==> src/rtl/pipe_hazard_ctrl_pkg.sv <==
// Shared types for the front-end hazard/flush sequencer: FSM encoding,
// register-index width, the bundle of pipeline control outputs and the load-use compare.
package pipe_ctrl_pkg;

  localparam int unsigned REG_IDX_W = 5;
  typedef logic [REG_IDX_W-1:0] reg_idx_t;

  typedef enum logic [1:0] {
    IDLE    = 2'd0,
    ISSUE   = 2'd1,
    WAIT    = 2'd2,
    RELEASE = 2'd3
  } state_e;

  typedef struct packed {
    logic pc_write;
    logic ifid_hazard;
    logic ifid_flush;
    logic idex_bubble;
    logic cgra_start;
  } ctrl_t;

  localparam ctrl_t CTRL_RUN   = 5'b10000;
  localparam ctrl_t CTRL_STALL = 5'b01010;
  localparam ctrl_t CTRL_ISSUE = 5'b01011;
  localparam ctrl_t CTRL_FLUSH = 5'b10110;

  // x0 is hardwired to zero, so a load targeting it never creates a dependency.
  function automatic logic load_use(input logic ex_memread, input reg_idx_t ex_rd,
                                    input logic use_rs1, input reg_idx_t rs1,
                                    input logic use_rs2, input reg_idx_t rs2);
    return ex_memread && (ex_rd != '0) &&
           ((use_rs1 && (rs1 == ex_rd)) || (use_rs2 && (rs2 == ex_rd)));
  endfunction

endpackage

==> src/rtl/pipe_hazard_ctrl_if.sv <==
// Pipeline-side bundle of the hazard sequencer: ID/EX operand info, CGRA handshake,
// stall/flush controls and performance counters.
interface pipe_hazard_ctrl_if #(
  parameter int unsigned CNT_W = 32
);
  pipe_ctrl_pkg::reg_idx_t id_rs1_i;
  pipe_ctrl_pkg::reg_idx_t id_rs2_i;
  logic                    id_use_rs1_i;
  logic                    id_use_rs2_i;
  logic                    id_cgra_i;
  pipe_ctrl_pkg::reg_idx_t ex_rd_i;
  logic                    ex_memread_i;
  logic                    branch_taken_i;
  logic                    cgra_done_i;

  logic                    pc_write_o;
  logic                    ifid_hazard_o;
  logic                    ifid_flush_o;
  logic                    idex_bubble_o;
  logic                    cgra_start_o;
  logic                    cgra_timeout_o;
  logic [CNT_W-1:0]        stall_cnt_o;
  logic [CNT_W-1:0]        flush_cnt_o;

  modport master (
    output id_rs1_i, id_rs2_i, id_use_rs1_i, id_use_rs2_i, id_cgra_i,
           ex_rd_i, ex_memread_i, branch_taken_i, cgra_done_i,
    input  pc_write_o, ifid_hazard_o, ifid_flush_o, idex_bubble_o,
           cgra_start_o, cgra_timeout_o, stall_cnt_o, flush_cnt_o
  );

  modport slave (
    input  id_rs1_i, id_rs2_i, id_use_rs1_i, id_use_rs2_i, id_cgra_i,
           ex_rd_i, ex_memread_i, branch_taken_i, cgra_done_i,
    output pc_write_o, ifid_hazard_o, ifid_flush_o, idex_bubble_o,
           cgra_start_o, cgra_timeout_o, stall_cnt_o, flush_cnt_o
  );
endinterface

==> src/rtl/pipe_hazard_ctrl_sat_counter.sv <==
// Saturating up-counter used for the stall and flush performance counters.
module sat_counter #(
  parameter int unsigned W = 32
) (
  input  logic         clk,
  input  logic         rst_n,
  input  logic         inc,
  output logic [W-1:0] value
);

  // NOTE: sequential state is written with non-blocking assignments so every
  // flop samples pre-edge values regardless of process evaluation order.
  always_ff @(posedge clk or negedge rst_n) begin
    if (!rst_n) begin
      value <= '0;
    end else if (inc && (value != '1)) begin
      value <= value + W'(1);
    end
  end

endmodule

==> src/rtl/pipe_hazard_ctrl.sv <==
// Front-end hazard/flush sequencer: load-use stalls, branch flushes and the
// IDLE/ISSUE/WAIT/RELEASE hold sequence for CGRA custom instructions.
module pipe_hazard_ctrl
  import pipe_ctrl_pkg::*;
#(
  parameter int unsigned CGRA_TIMEOUT = 1024,
  parameter int unsigned CNT_W        = 32
) (
  input  logic              clk_i,
  input  logic              start_i,
  pipe_hazard_ctrl_if.slave bus
);

  localparam int unsigned TO_W = (CGRA_TIMEOUT > 2) ? $clog2(CGRA_TIMEOUT) : 1;

  state_e          state, state_nxt;
  ctrl_t           ctrl;
  logic [TO_W-1:0] to_cnt;
  logic            timeout_flag;
  logic            lu;
  logic            timeout_hit;

  assign lu = load_use(bus.ex_memread_i, bus.ex_rd_i,
                       bus.id_use_rs1_i, bus.id_rs1_i,
                       bus.id_use_rs2_i, bus.id_rs2_i);

  // WAIT lasts CGRA_TIMEOUT cycles: the counter is cleared in ISSUE and the
  // last permitted WAIT cycle is the one that sees CGRA_TIMEOUT-1.
  assign timeout_hit = (to_cnt == TO_W'(CGRA_TIMEOUT - 1));

  always_ff @(posedge clk_i or negedge start_i) begin
    if (!start_i) begin
      state <= IDLE;
    end else begin
      state <= state_nxt;
    end
  end

  always_ff @(posedge clk_i or negedge start_i) begin
    if (!start_i) begin
      to_cnt       <= '0;
      timeout_flag <= 1'b0;
    end else begin
      if (state == ISSUE) begin
        to_cnt <= '0;
      end else if (state == WAIT) begin
        to_cnt <= to_cnt + TO_W'(1);
      end
      // A completion in the final WAIT cycle wins over the timeout.
      if ((state == WAIT) && !bus.cgra_done_i && timeout_hit) begin
        timeout_flag <= 1'b1;
      end
    end
  end

  // NOTE: every signal written here gets a default first so no path leaves it
  // unassigned, which would otherwise infer a latch.
  always_comb begin
    state_nxt = state;
    ctrl      = CTRL_RUN;
    case (state)
      IDLE: begin
        if (bus.branch_taken_i) begin
          ctrl = CTRL_FLUSH;
        end else if (lu) begin
          ctrl = CTRL_STALL;
        end else if (bus.id_cgra_i) begin
          ctrl      = CTRL_STALL;
          state_nxt = ISSUE;
        end
      end
      ISSUE: begin
        ctrl      = CTRL_ISSUE;
        state_nxt = bus.cgra_done_i ? RELEASE : WAIT;
      end
      WAIT: begin
        ctrl = CTRL_STALL;
        if (bus.cgra_done_i || timeout_hit) begin
          state_nxt = RELEASE;
        end
      end
      RELEASE: begin
        state_nxt = IDLE;
      end
    endcase
    // The Mealy IDLE decode must not leak stalls or flushes while held in reset.
    if (!start_i) begin
      ctrl = CTRL_RUN;
    end
  end

  assign bus.pc_write_o     = ctrl.pc_write;
  assign bus.ifid_hazard_o  = ctrl.ifid_hazard;
  assign bus.ifid_flush_o   = ctrl.ifid_flush;
  assign bus.idex_bubble_o  = ctrl.idex_bubble;
  assign bus.cgra_start_o   = ctrl.cgra_start;
  assign bus.cgra_timeout_o = timeout_flag;

  sat_counter #(.W(CNT_W)) u_stall_cnt (
    .clk   (clk_i),
    .rst_n (start_i),
    .inc   (!ctrl.pc_write),
    .value (bus.stall_cnt_o)
  );

  sat_counter #(.W(CNT_W)) u_flush_cnt (
    .clk   (clk_i),
    .rst_n (start_i),
    .inc   (ctrl.ifid_flush),
    .value (bus.flush_cnt_o)
  );

endmodule

==> src/flat_wrapper.sv <==
// flat-port wrapper written by rule: the top's interface ports become plain ports
module pipe_hazard_ctrl_flat import pipe_ctrl_pkg::*;
#(
  parameter int unsigned CGRA_TIMEOUT = 1024,
  parameter int unsigned CNT_W        = 32
)
  (clk_i, start_i, bus_id_rs1_i, bus_id_rs2_i, bus_id_use_rs1_i, bus_id_use_rs2_i, bus_id_cgra_i, bus_ex_rd_i, bus_ex_memread_i, bus_branch_taken_i, bus_cgra_done_i, bus_pc_write_o, bus_ifid_hazard_o, bus_ifid_flush_o, bus_idex_bubble_o, bus_cgra_start_o, bus_cgra_timeout_o, bus_stall_cnt_o, bus_flush_cnt_o);
  pipe_hazard_ctrl_if #(.CNT_W(CNT_W)) bus_i ();
  input  logic clk_i;
  input  logic start_i;
  input wire logic [$bits(bus_i.id_rs1_i)-1:0] bus_id_rs1_i;
  input wire logic [$bits(bus_i.id_rs2_i)-1:0] bus_id_rs2_i;
  input wire logic [$bits(bus_i.id_use_rs1_i)-1:0] bus_id_use_rs1_i;
  input wire logic [$bits(bus_i.id_use_rs2_i)-1:0] bus_id_use_rs2_i;
  input wire logic [$bits(bus_i.id_cgra_i)-1:0] bus_id_cgra_i;
  input wire logic [$bits(bus_i.ex_rd_i)-1:0] bus_ex_rd_i;
  input wire logic [$bits(bus_i.ex_memread_i)-1:0] bus_ex_memread_i;
  input wire logic [$bits(bus_i.branch_taken_i)-1:0] bus_branch_taken_i;
  input wire logic [$bits(bus_i.cgra_done_i)-1:0] bus_cgra_done_i;
  output wire logic [$bits(bus_i.pc_write_o)-1:0] bus_pc_write_o;
  output wire logic [$bits(bus_i.ifid_hazard_o)-1:0] bus_ifid_hazard_o;
  output wire logic [$bits(bus_i.ifid_flush_o)-1:0] bus_ifid_flush_o;
  output wire logic [$bits(bus_i.idex_bubble_o)-1:0] bus_idex_bubble_o;
  output wire logic [$bits(bus_i.cgra_start_o)-1:0] bus_cgra_start_o;
  output wire logic [$bits(bus_i.cgra_timeout_o)-1:0] bus_cgra_timeout_o;
  output wire logic [$bits(bus_i.stall_cnt_o)-1:0] bus_stall_cnt_o;
  output wire logic [$bits(bus_i.flush_cnt_o)-1:0] bus_flush_cnt_o;
  assign bus_i.id_rs1_i = bus_id_rs1_i;
  assign bus_i.id_rs2_i = bus_id_rs2_i;
  assign bus_i.id_use_rs1_i = bus_id_use_rs1_i;
  assign bus_i.id_use_rs2_i = bus_id_use_rs2_i;
  assign bus_i.id_cgra_i = bus_id_cgra_i;
  assign bus_i.ex_rd_i = bus_ex_rd_i;
  assign bus_i.ex_memread_i = bus_ex_memread_i;
  assign bus_i.branch_taken_i = bus_branch_taken_i;
  assign bus_i.cgra_done_i = bus_cgra_done_i;
  assign bus_pc_write_o = bus_i.pc_write_o;
  assign bus_ifid_hazard_o = bus_i.ifid_hazard_o;
  assign bus_ifid_flush_o = bus_i.ifid_flush_o;
  assign bus_idex_bubble_o = bus_i.idex_bubble_o;
  assign bus_cgra_start_o = bus_i.cgra_start_o;
  assign bus_cgra_timeout_o = bus_i.cgra_timeout_o;
  assign bus_stall_cnt_o = bus_i.stall_cnt_o;
  assign bus_flush_cnt_o = bus_i.flush_cnt_o;
  pipe_hazard_ctrl #(.CGRA_TIMEOUT(CGRA_TIMEOUT), .CNT_W(CNT_W)) u_core (.clk_i(clk_i), .start_i(start_i), .bus(bus_i));
endmodule
==> config.mk <==
export PLATFORM = sky130hd
export DESIGN_NAME = pipe_hazard_ctrl_flat
export DESIGN_NICKNAME = d
export VERILOG_FILES = /design/src/rtl/pipe_hazard_ctrl_pkg.sv /design/src/rtl/pipe_hazard_ctrl_if.sv /design/src/rtl/pipe_hazard_ctrl_sat_counter.sv /design/src/rtl/pipe_hazard_ctrl.sv /design/src/flat_wrapper.sv
export SDC_FILE = /design/constraint.sdc
export NUM_CORES = 1
export LEC_CHECK = 0
export ABC_AREA = 1
export BUFFER_PORTS_ARGS = -buffer_cell sky130_fd_sc_hd__buf_4
export CAP_MARGIN = 30
export CELL_PAD_IN_SITES_DETAIL_PLACEMENT = 2
export CELL_PAD_IN_SITES_GLOBAL_PLACEMENT = 2
export CORE_ASPECT_RATIO = 0.8
export CORE_MARGIN = 2
export CORE_UTILIZATION = 33
export DETAILED_ROUTE_END_ITERATION = 8
export PLACE_DENSITY_LB_ADDON = 0.08
export SETUP_SLACK_MARGIN = 0.02
export SLEW_MARGIN = 15
export SYNTH_ARGS = -nofsm -noshare
export SYNTH_HDL_FRONTEND = slang
export SYNTH_HIERARCHICAL = 1
export SYNTH_SLANG_ARGS = --single-unit
==> constraint.sdc <==
create_clock -name clk_i -period 7 [get_ports clk_i]
set_input_delay 0.7 -clock clk_i [delete_from_list [all_inputs] [get_ports clk_i]]
set_output_delay 0.7 -clock clk_i [all_outputs]
set_load 0.02 [all_outputs]
After elaboration in Yosys (flattened, before gate mapping)
Index checks and enable logic that the tools add are counted.
{"block": "totals", "inputBits": 23, "word_cells": 49, "out_inout_bits": 70, "register_bits": 77}
{"block": "classes", "n_eq_ne": 12, "n_addsub": 3, "muxes": 13, "reduce_logical": 16}
{"cell": "adder 32 x 1 -> 32 bit, second input constant", "count": 2}
{"cell": "!= test 32 bit, second input constant", "count": 2}
{"cell": "two-way mux 10 bit", "count": 2}
{"cell": "two-way mux 5 bit", "count": 4}
{"cell": "one-hot mux 5 bit (3 select lines)", "count": 1}
{"cell": "adder 10 x 1 -> 10 bit, second input constant", "count": 1}
{"cell": "equality test 10 bit, second input constant", "count": 1}
{"cell": "equality test 5 bit", "count": 2}
{"cell": "logical AND 1 bit", "count": 8}
{"cell": "two-way mux 2 bit", "count": 4}
{"cell": "!= test 2 bit, second input constant", "count": 4}
{"cell": "one-hot mux 2 bit (4 select lines)", "count": 1}
{"cell": "nonzero test 5 bit", "count": 1}
{"cell": "equality test 2 bit, second input constant", "count": 2}
{"cell": "AND reduction 4 bit", "count": 1}
{"cell": "equality test 2 x 1 -> 1 bit, second input constant", "count": 1}
{"cell": "zero test 1 bit", "count": 2}
{"cell": "zero test 2 bit", "count": 1}
{"cell": "logical OR 1 bit", "count": 2}
{"cell": "nonzero test 2 bit", "count": 1}
{"cell": "two-way mux 1 bit", "count": 1}

Logic depth before layout (Yosys ltp)
Gate-level depths: netlist (run 1).
{"block": "depth", "ltp_word": 10, "ltp_mapped": 17, "ltp_nobuf": 17}

Hierarchy
The synthesis (run 1) kept the hierarchy.
{"module": "sat_counter", "seq_area_each_um2": 800.8, "cells_each": 333, "area_each_um2": 2190.9, "n_inst": 2}
{"module": "pipe_hazard_ctrl", "seq_area_each_um2": 325.3, "cells_each": 164, "area_each_um2": 1103.6, "n_inst": 1}

Worst setup path after synthesis (run 1)
No wires, ideal clock.
{"block": "synth_timing", "kind": "input to register", "from": "input start_i", "to": "register u_core.u_flush_cnt.value[26]", "path_slack_ps": 4003, "required_ps": 6882, "path_buffers": 0, "cell_stages": 10, "setup_time_ps": 118, "t_arrival_ps": 2879, "cell_sequence": "inv_1 or2_2 nor3_1 inv_1 nor2_1 nand2_1 nor2_1 nand3_1 nand2_1 nand2_1"}
{"block": "synth_via", "elab_chain_len": 2}
{"item": "start, declared", "line_no": "flat_wrapper.sv:10", "text": "input logic start_i;"}
{"item": "two-way mux 5 bit", "line_no": "pipe_hazard_ctrl.sv:87", "text": "if (!start_i) begin"}
{"item": "via bus_ifid_flush_o", "line_no": "flat_wrapper.sv:22", "text": "output wire logic [$bits(bus_i.ifid_flush_o)-1:0] bus_ifid_flush_o;"}
{"item": "logical AND 1 bit", "line_no": "pipe_hazard_ctrl_sat_counter.sv:16", "text": "end else if (inc && (value != '1)) begin"}
{"item": "end signal, assigned", "line_no": "pipe_hazard_ctrl_sat_counter.sv:17", "text": "value <= value + W'(1);"}
{"item": "end, declared", "line_no": "pipe_hazard_ctrl_sat_counter.sv:8", "text": "output logic [W-1:0] value"}
The timed path passes the listed nets, and every way through them passes these cells.
A chain may end at the register's enable or synchronous reset.

Worst setup path in the final report (run 1)
{"block": "layout_timing", "from": "register u_core.state[0]", "to": "register u_core.u_stall_cnt.value[18]"}
{"block": "layout_via", "elab_chain_len": 5, "elab_cells_between_ends": 7, "cone_classes": "eq/ne (2); mux (2); reduce/logical (3)"}
{"item": "start, declared", "line_no": "pipe_hazard_ctrl.sv:16", "text": "state_e state, state_nxt;"}
{"item": "start signal, assigned", "line_no": "pipe_hazard_ctrl.sv:35", "text": "state <= state_nxt;"}
{"item": "equality test 2 bit, or another cell as far along", "line_no": "pipe_hazard_ctrl.sv:61", "text": "case (state)"}
{"item": "one-hot mux 5 bit (3 select lines) *", "line_no": "pipe_hazard_ctrl.sv:61"}
{"item": "two-way mux 5 bit *", "line_no": "pipe_hazard_ctrl.sv:87"}
{"item": "zero test 1 bit *", "line_no": "pipe_hazard_ctrl.sv:102", "text": ".inc (!ctrl.pc_write),"}
{"item": "logical AND 1 bit *", "line_no": "pipe_hazard_ctrl_sat_counter.sv:16"}
{"item": "end signal, assigned", "line_no": "pipe_hazard_ctrl_sat_counter.sv:17"}
{"item": "end, declared", "line_no": "pipe_hazard_ctrl_sat_counter.sv:8"}
Mark *: on every way between the ends. The rest lies on a longest branch, timed or not.

==> results, run 1 <==
- The flow ran to the end, and the final reports show no timing, DRC or antenna violations.
- The combined global-route utilization of all metal layers is 23.9%.
- The period utilization is 46.6%.
- The kind of start point of the critical path is a flop.
- The setup slack of the worst register-to-register path is 3.74 ns.
- VDD sags by at most 0.122 mV.
- Summing the areas of all fa, ha and maj instances in the mapped netlist gives 1.82% of the synthesized area.
- Across the routed clock network, the largest skew measured is 0.00808 ns.
- The final-report setup violation count is 0.
- The number of warnings reported in the yosys synthesis log is 6.
- The cell with the largest stage delay on the worst path is a21oi_1.
- The quantity of I/O buffers inserted on ports is 92.
- After synthesis, the share of cell area in mux cells is 0.182%.
- The critical path is of the reg -> reg type.
- The number of setup buffers added after CTS is 0.
- The maximum number of pins on one net before global-route repair is 42.
- The post-CTS resize count is 0.
- The maximum root-to-sink buffer count is 2.
- The type of the most critical hold path is in -> async.
- The combinational family with the most area after synthesis is simple AND/OR/NAND/NOR gates.
- The number of unique standard cell types used by synthesis is 33.
- The clock transition at the register clock pins on the worst setup and hold paths after CTS is 0.07 ns.
- For this run, the detailed router's first-pass iteration total came to 4.
- The die outline area is 0.0177 mm2.
- The wire length the detailed router placed on met1 is 9540 um.
- The met2 layer wire length in the routed design is 9670 um.
- The number of clock buffers inserted by TritonCTS is 9.
- Summing over every cut layer, the via total after detailed routing is 5707.
- Counting every instance in the synthesized netlist gives 830.
- The area fraction in compound gates after synthesis is 2.83%.
- Summing the areas of all xor and xnor instances in the mapped netlist gives 2.55% of the synthesized area.
- The ratio of routed vias to standard cells is 4.97.
- At the end of the flow, the number of nets in the layout was 955.
- The final-report max-slew violation count came to 0.
- The floorplan step set the die width to 148 um.
- Setup repair after global routing left no endpoint under its margin.
- The beginning of the worst register-to-register path is u_core/state[0]$_DFFE_PN0P_.
- The post-synth net total is 861.
- The first element of the critical path is u_core/state[0]$_DFFE_PN0P_.
- For this design the static power due to leakage is 3.13 nW.
- The data required time at the worst endpoint is 7.24 ns.
- The first-pass GRT wire length is 33100 um.
- The HPWL after detailed placement is 15900 um.
- Setup total negative slack on the finished layout was measured at 0 ns.
- For the worst-skew pair, the clock arrives at the later sink with an insertion delay of 0.35 ns.
- 93 I/O pins were placed.
- The number of antenna violations at the first check in global routing is 0.
- The placeable core area is 0.0164 mm2.
- Relative to the synthesized area, the layout overhead comes to 21.6%.
- The number of global-route vias before repair was 6244.
- The number of filler instances in the final layout is 2085.
- The routed design has 20100 um of wire.
- The H-tree depth is 3.
- The post-synth design cell area is 0.00549 mm2.
- The TritonCTS clock tree is built.
- The number of DRC violations after detailed-routing iteration 0 is 183.
- The count of state elements after synthesis is 77.
- Counting cells, the worst reg-to-reg path comes to 11.
- The total global routing overflow is 0.
- The number of remaining DRC errors is 0.
- The last weighted congestion value of the routability-driven placer is 0.821.
- The endpoint identified for the worst register-to-register timing path is u_core/u_stall_cnt/value[18]$_DFFE_PN0P_.
- STA classifies the critical path endpoint as a flop.
- In this run the worst setup path terminates at u_core/u_stall_cnt/value[18]$_DFFE_PN0P_.
- The initialized floorplan defines 42 standard-cell rows.
- The number of endpoints with negative hold slack in the final report is 0.
- The share of cells above drive strength 1 is 19.1%.
- The share of synthesized cell area in and, or, nand and nor gates is 48.9%.
- The buffer cell driving the clock tree root is clkbuf_16.
- The largest single stage delay on the critical path is 0.57 ns.
- A synthesized cell averages 6.61 um2.
- After detailed routing, the met3 layer carries 723 um of wire.
- The final core area utilization is 40.7%.
- The average detailed-routed wire length per instance is 17.5 um.
- The quantity of hold-fixing buffers added after cts is 0.
- The top layer reached by signal wires is met4.
- The power density over the cells is 224 mW/mm2.
- The initial standard-cell utilization of the core is 33.5%.
- For the pin with the worst max-slew slack, the measured transition is 0.676 ns.
- The detail route stage leaves a number of antenna-violating nets equal to 0.
- The number of diodes added for antenna fixing is 0.
- Across the whole layout, storage elements account for 0.00193 mm2.
- Headroom to the max-slew limit came out at 54.9%.
- At the worst endpoint, the arrival time is 3.50 ns.
- Walking the worst path, the cells encountered are inv_1 -> ha_1 -> nand2_1 -> a21oi_1 -> inv_1 -> nor2_1 -> nand2_1 -> nor2_1 -> nand3_1 -> nand2_1 -> nand2_1.
- The total number of clock tree sinks is 77.
- The number of max-cap violations is 0.
- In this run the vertical extent of the chip is 119 um.
- The total area of multi-input combinational cells is 0.00309 mm2.
- By instance count, the cell type seen most on the critical path is nand2_1.
- The maximum fanout count along the critical path is 8.
- The maximum clock rate is 307 MHz.
- The shortest period the worst path allows is 3.26 ns.
- The share of the Yosys chip area taken by registers is 35.1%.
==> cells by family after synthesis <==
kind of cell	Yosys count
simple gates	598
buf+inv	104
flops	77
compound gates	26
xor+xnor	16
fa+ha+maj	8
mux	1
==> stage by stage <==
stage | hold slack, ns | instance area, um2 | worst slack (ns) | std cells | power [mW]
3_3_place_gp | 0.496 | 6350 | 3.67 | 1133 | 0.948
3_5_place_dp | 0.487 | 6350 | 3.40 | 1133 | 0.983
5_1_grt | 0.362 | 6670 | 3.43 | 1149 | 1.59
2_1_floorplan | 0.404 | 5490 | 4.00 | 830 | 0.823
6_report | 0.331 | 6670 | 3.74 | 1149 | 1.50
4_1_cts | 0.352 | 6670 | 3.68 | 1149 | 1.52
==> per-layer routing <==
layer  up-vias  GRT usage (%)
met1      2848           33.3
met2        87           39.6
met3         9           3.64
li1       2763              -
met4         0           4.29
met5         -              0
==> synth_stat cells <==
cell type / n / area (um2)
a21oi_1: 8 / 40.0
a21oi_2: 3 / 26.3
a221oi_1: 1 / 8.76
and3_1: 1 / 6.26
buf_4: 3 / 22.5
buf_6: 6 / 67.6
buf_8: 2 / 30.0
clkinv_1: 1 / 3.75
dfrtp_1: 77 / 1930
ha_1: 8 / 100
inv_1: 80 / 300
inv_2: 12 / 45.0
mux2i_1: 1 / 10.0
nand2_1: 332 / 1250
nand2_2: 21 / 131
nand2_4: 4 / 45.0
nand3_1: 53 / 265
nand3_2: 5 / 50.1
nand3b_1: 16 / 120
nand4_1: 21 / 131
nor2_1: 117 / 439
nor2_2: 5 / 31.3
nor2_4: 10 / 113
nor3_1: 6 / 30.0
nor3_2: 3 / 30.0
nor3_4: 2 / 32.5
o211ai_1: 1 / 7.51
o21ai_0: 9 / 45.0
o21ai_1: 1 / 5.00
o21bai_1: 3 / 22.5
or2_2: 2 / 12.5
xnor2_1: 14 / 123
xor2_1: 2 / 17.5
==> layout make-up <==
type	instances	share of cell area [%]
well taps	220	4.13
inverters	93	5.23
clock buffers	10	3.58
flip-flops and latches	77	28.9
clock inverters	6	1.29
repair buffers	94	10.6
multi-input cells	649	46.3
==> cell usage in the layout, fill, tap and decap left out, types with 3 or more instances in the layout <==
cell	n
nor3_1	6
nand3_1	53
o21bai_1	3
clkbuf_16	9
inv_1	80
nor3_2	3
dfrtp_1	77
nor2_1	117
inv_2	12
nand4_1	21
a21oi_2	3
nand3b_1	16
nand2_1	332
nor2_4	10
a21oi_1	8
o21ai_0	9
nor2_2	5
ha_1	8
nand3_2	5
buf_4	94
xnor2_1	14
nand2_4	4
nand2_2	21
==> registers in the layout, indices dropped and copies added (netlist names) <==
name	count
u_core/u_flush_cnt/value	32
u_core/u_stall_cnt/value	32
u_core/to_cnt	10
u_core/state	2
u_core/bus.cgra_timeout_o	1
==> how the worst min path moves through the flow <==
| stage | startpoint | slack, ns | to | cells past startpoint |
|---|---|---|---|---|
| after floorplan | start_i | 0.40 | u_core/bus.cgra_timeout_o$_DFFE_PN0P_ | 0 |
| after global placement | u_core/bus.cgra_timeout_o$_DFFE_PN0P_ | 0.50 | u_core/bus.cgra_timeout_o$_DFFE_PN0P_ | 1 |
| after detailed placement | u_core/bus.cgra_timeout_o$_DFFE_PN0P_ | 0.49 | u_core/bus.cgra_timeout_o$_DFFE_PN0P_ | 1 |
| after CTS | start_i | 0.35 | u_core/u_flush_cnt/value[27]$_DFFE_PN0P_ | 1 |
| after global routing | start_i | 0.36 | u_core/u_flush_cnt/value[27]$_DFFE_PN0P_ | 1 |
| final | start_i | 0.33 | u_core/u_flush_cnt/value[27]$_DFFE_PN0P_ | 1 |
==> power breakdown <==
part           switching (mW)  internal, mW  total [mW]
Clock                   0.202         0.322       0.524
Sequential             0.0574         0.484       0.541
Combinational           0.289         0.144       0.433
==> worst max-delay path, delay by kind of cell, from the launching register on <==
family          cells  cell delay, ns
simple gates        7            1.25
flops               1            0.49
compound gates      1            0.57
buf+inv             2            0.36
fa+ha+maj           1            0.49
No activity file was read; power rests on OpenSTA's default activity.
==> run 2, diff against run 1 <==
--- a/config.mk
+++ b/config.mk
@@ -12,7 +12,7 @@
 export CELL_PAD_IN_SITES_GLOBAL_PLACEMENT = 2
 export CORE_ASPECT_RATIO = 0.8
 export CORE_MARGIN = 2
-export CORE_UTILIZATION = 33
+export CORE_UTILIZATION = 28
 export DETAILED_ROUTE_END_ITERATION = 8
 export PLACE_DENSITY_LB_ADDON = 0.08
 export SETUP_SLACK_MARGIN = 0.02
==> constraint.sdc (replaced) <==
create_clock -name clk_i -period 2.99 [get_ports clk_i]
set_input_delay 0.299 -clock clk_i [delete_from_list [all_inputs] [get_ports clk_i]]
set_output_delay 0.299 -clock clk_i [all_outputs]
set_load 0.02 [all_outputs]
==> run 2 against run 1 <==
Register-to-register slack got worse by 3.5 ns; utilization decreased by 5.5 points; combinational power up 130%; cell area is 0.56% higher; first-iteration DRC count up 15%; total power is 130% higher; setup slack lost 3.5 ns; die area grew 17%; flip-flop and latch count did not move; via count about the same; sequential power grew 130%; critical path type unchanged; largest power group unchanged; maximum frequency is 20% higher; critical endpoint is now u_core/u_stall_cnt/value[22]$_DFFE_PN0P_.
==> results, run 2 (same netlist as run 1, synthesis figures left out) <==
- Outcome: complete, no violations (unchanged).
- The ratio of routed vias to standard cells is 4.79 (was 4.97).
- The first-pass GRT wire length came to 33800 um (was 33100 um).
- The placeable core area was 0.0191 mm2 (was 0.0164 mm2).
- The TritonCTS clock tree is built (unchanged).
- The number of detailed-routing iterations run before antenna repair is 4 (unchanged).
- The row count was 45 (was 42).
- The combined global-route utilization of all metal layers is 20.6% (was 23.9%).
- The data arrival time of the critical path is 2.95 ns (was 3.50 ns).
- The post-synthesis to final-layout area growth came to 22.3% (was 21.6%).
- The number of DRC violations after detailed-routing iteration 0 is 210 (was 183).
- The worst slew margin relative to its limit is 51.2% (was 54.9%).
- The kind of start point of the critical path was a flop (unchanged).
- The number of remaining DRC errors is 0 (unchanged).
- The post-CTS repair timing setup buffer count is 0 (unchanged).
- The final-report max-slew violation count is 0 (unchanged).
- The reg-to-reg endpoint was u_core/u_stall_cnt/value[22]$_DFFE_PN0P_ (was u_core/u_stall_cnt/value[18]$_DFFE_PN0P_).
- The H-tree depth is 3 (unchanged).
- The summed negative setup slack over all endpoints is 0 ns (unchanged).
- The buffer cell driving the clock tree root is clkbuf_16 (unchanged).
- The period utilization came to 90.9% (was 46.6%).
- The clock transition at the register clock pins on the worst setup and hold paths after CTS is 0.07 ns (about the same).
- Unrepaired setup endpoints after global routing: no (unchanged).
- The maximum clock rate is 368 MHz (was 307 MHz).
- The static leakage is 3.12 nW (was 3.13 nW).
- The maximum number of pins on one net before global-route repair is 53 (was 42).
- The post-CTS resize count came to 0 (unchanged).
- Commonest non-fill, non-tap cells in the layout: nand2_1 (332), nor2_1 (117), buf_4 (97) (was nand2_1 (332), nor2_1 (117), buf_4 (94)).
- The data required time at the worst endpoint is 3.22 ns (was 7.24 ns).
- The maximum fanout count along the critical path was 8 (unchanged).
- The final-stage net count was 958 (was 955).
- The number of diodes added for antenna fixing was 0 (unchanged).
- The quantity of hold-fixing buffers added after cts is 0 (unchanged).
- The sort of element at the end of the critical path is a flop (unchanged).
- The number of max-cap violations is 0 (unchanged).
- The total number of clock tree sinks is 77 (unchanged).
- The type of the most critical hold path is in -> async (unchanged).
- The maximum root-to-sink buffer count was 2 (unchanged).
- The setup slack of the worst register-to-register path came to 0.27 ns (was 3.74 ns).
- The number of nets with antenna violations after routing is 0 (unchanged).
- The logic depth of the worst register-to-register path is 11 (unchanged).
- The routed wire length was 20300 um (was 20100 um).
- The worst-margin pin slew is 0.732 ns (was 0.676 ns).
- The clock insertion delay at the later pin of the skew report is 0.34 ns (was 0.35 ns).
- The beginning of the worst register-to-register path is u_core/state[0]$_DFFE_PN0P_ (unchanged).
- The floorplan die height was 129 um (was 119 um).
- The total global routing overflow is 0 (unchanged).
- The final-report setup violation count is 0 (unchanged).
- The power density over the cells is 507 mW/mm2 (was 224 mW/mm2).
- The overall via count from detail_route is 5705 (was 5707).
- The x dimension of the die is 160 um (was 148 um).
- The maximum ir drop on the vdd rail came to 0.219 mV (was 0.122 mV).
- The shortest period the worst path allows is 2.72 ns (was 3.26 ns).
- The critical path class is reg -> reg (unchanged).
- The number of endpoints with negative hold slack in the final report is 0 (unchanged).
- The number of clock buffers inserted by TritonCTS is 9 (unchanged).
- The initial standard-cell utilization of the core is 28.7% (was 33.5%).
- The HPWL after detailed placement is 16000 um (was 15900 um).
- The top-level port count is 93 (unchanged).
- The last weighted congestion value of the routability-driven placer is 0.819 (was 0.821).
- The number of global-route vias before repair was 6203 (was 6244).
- The most frequent standard cell in the layout excluding fill and tap cells is nand2_1 (unchanged).
- The worst hold slack is 0.0344 ns (was 0.331 ns).
- The number of antenna violations at the first check in global routing came to 0 (unchanged).
- The share of cells above drive strength 1 came to 19.2% (was 19.1%).
- The worst clock skew came to 0.00585 ns (was 0.00808 ns).
- The quantity of I/O buffers inserted on ports was 92 (unchanged).
- The average detailed-routed wire length per instance is 17.1 um (was 17.5 um).
- The die outline area was 0.0207 mm2 (was 0.0177 mm2).
- Registers with the highest flip-flop counts: u_core/u_flush_cnt/value: 32 flops, u_core/u_stall_cnt/value: 32 flops, u_core/to_cnt: 10 flops (unchanged).
==> run 2: per-layer routing <==
metal | up-vias | wire [um] | global-route usage, %
met3 | 8 | 645 | 3.33
met5 | - | 0 | 0
met4 | 0 | 138 | 3.55
li1 | 2770 | - | -
met1 | 2863 | 10300 | 29.1
met2 | 64 | 9220 | 33.8
==> run 2: worst max-delay path by stage <==
stage / from / endpoint / slack (ns)
2_1_floorplan: u_core/state[0]$_DFFE_PN0P_ / u_core/u_flush_cnt/value[26]$_DFFE_PN0P_ / 0.08
3_3_place_gp: u_core/state[0]$_DFFE_PN0P_ / u_core/u_stall_cnt/value[22]$_DFFE_PN0P_ / 0.47
3_5_place_dp: u_core/state[0]$_DFFE_PN0P_ / u_core/u_stall_cnt/value[22]$_DFFE_PN0P_ / 0.33
4_1_cts: u_core/state[0]$_DFFE_PN0P_ / u_core/u_stall_cnt/value[22]$_DFFE_PN0P_ / 0.32
5_1_grt: u_core/state[0]$_DFFE_PN0P_ / u_core/u_stall_cnt/value[18]$_DFFE_PN0P_ / 0.06
6_report: u_core/state[0]$_DFFE_PN0P_ / u_core/u_stall_cnt/value[22]$_DFFE_PN0P_ / 0.27
==> run 2: stage by stage <==
step | total power, mW | util [%] | cell area, um2 | cells | setup WS, ns
2_1_floorplan | 1.93 | - | 5490 | 830 | 0.0786
6_report | 3.40 | 35.1 | 6710 | 1190 | 0.271
3_5_place_dp | 2.31 | 33.6 | 6420 | 1174 | 0.332
5_1_grt | 3.64 | 35.1 | 6710 | 1190 | 0.0580
4_1_cts | 3.47 | 35.1 | 6710 | 1190 | 0.317
3_3_place_gp | 2.24 | 33.6 | 6420 | 1174 | 0.474
==> run 2: where the power goes <==
group / switching, mW / leakage, nW / total, mW / internal, mW
clock network: 0.479 / 0.138 / 1.13 / 0.646
logic: 0.667 / 1.93 / 1.01 / 0.347
registers: 0.132 / 1.06 / 1.26 / 1.13
==> run 2: cell type report <==
type / instances / area (um2)
Clock inverter: 6 / 63.8
Multi-Input combinational cell: 649 / 3090
Sequential cell: 77 / 1930
Timing Repair Buffer: 97 / 728
Inverter: 93 / 349
Tap cell: 258 / 323
Clock buffer: 10 / 229
Fill cell: 2293 / 12400
==> run 2: critical path, stage by stage, from the launching register on <==
cell and delay (ns):
dfrtp_1 0.46, inv_1 0.10, ha_1 0.47, nand2_1 0.12
a21oi_1 0.21, inv_1 0.11, nor2_1 0.30, nand2_1 0.14
nor2_1 0.41, nand3_1 0.15, nand2_1 0.09, nand2_1 0.04
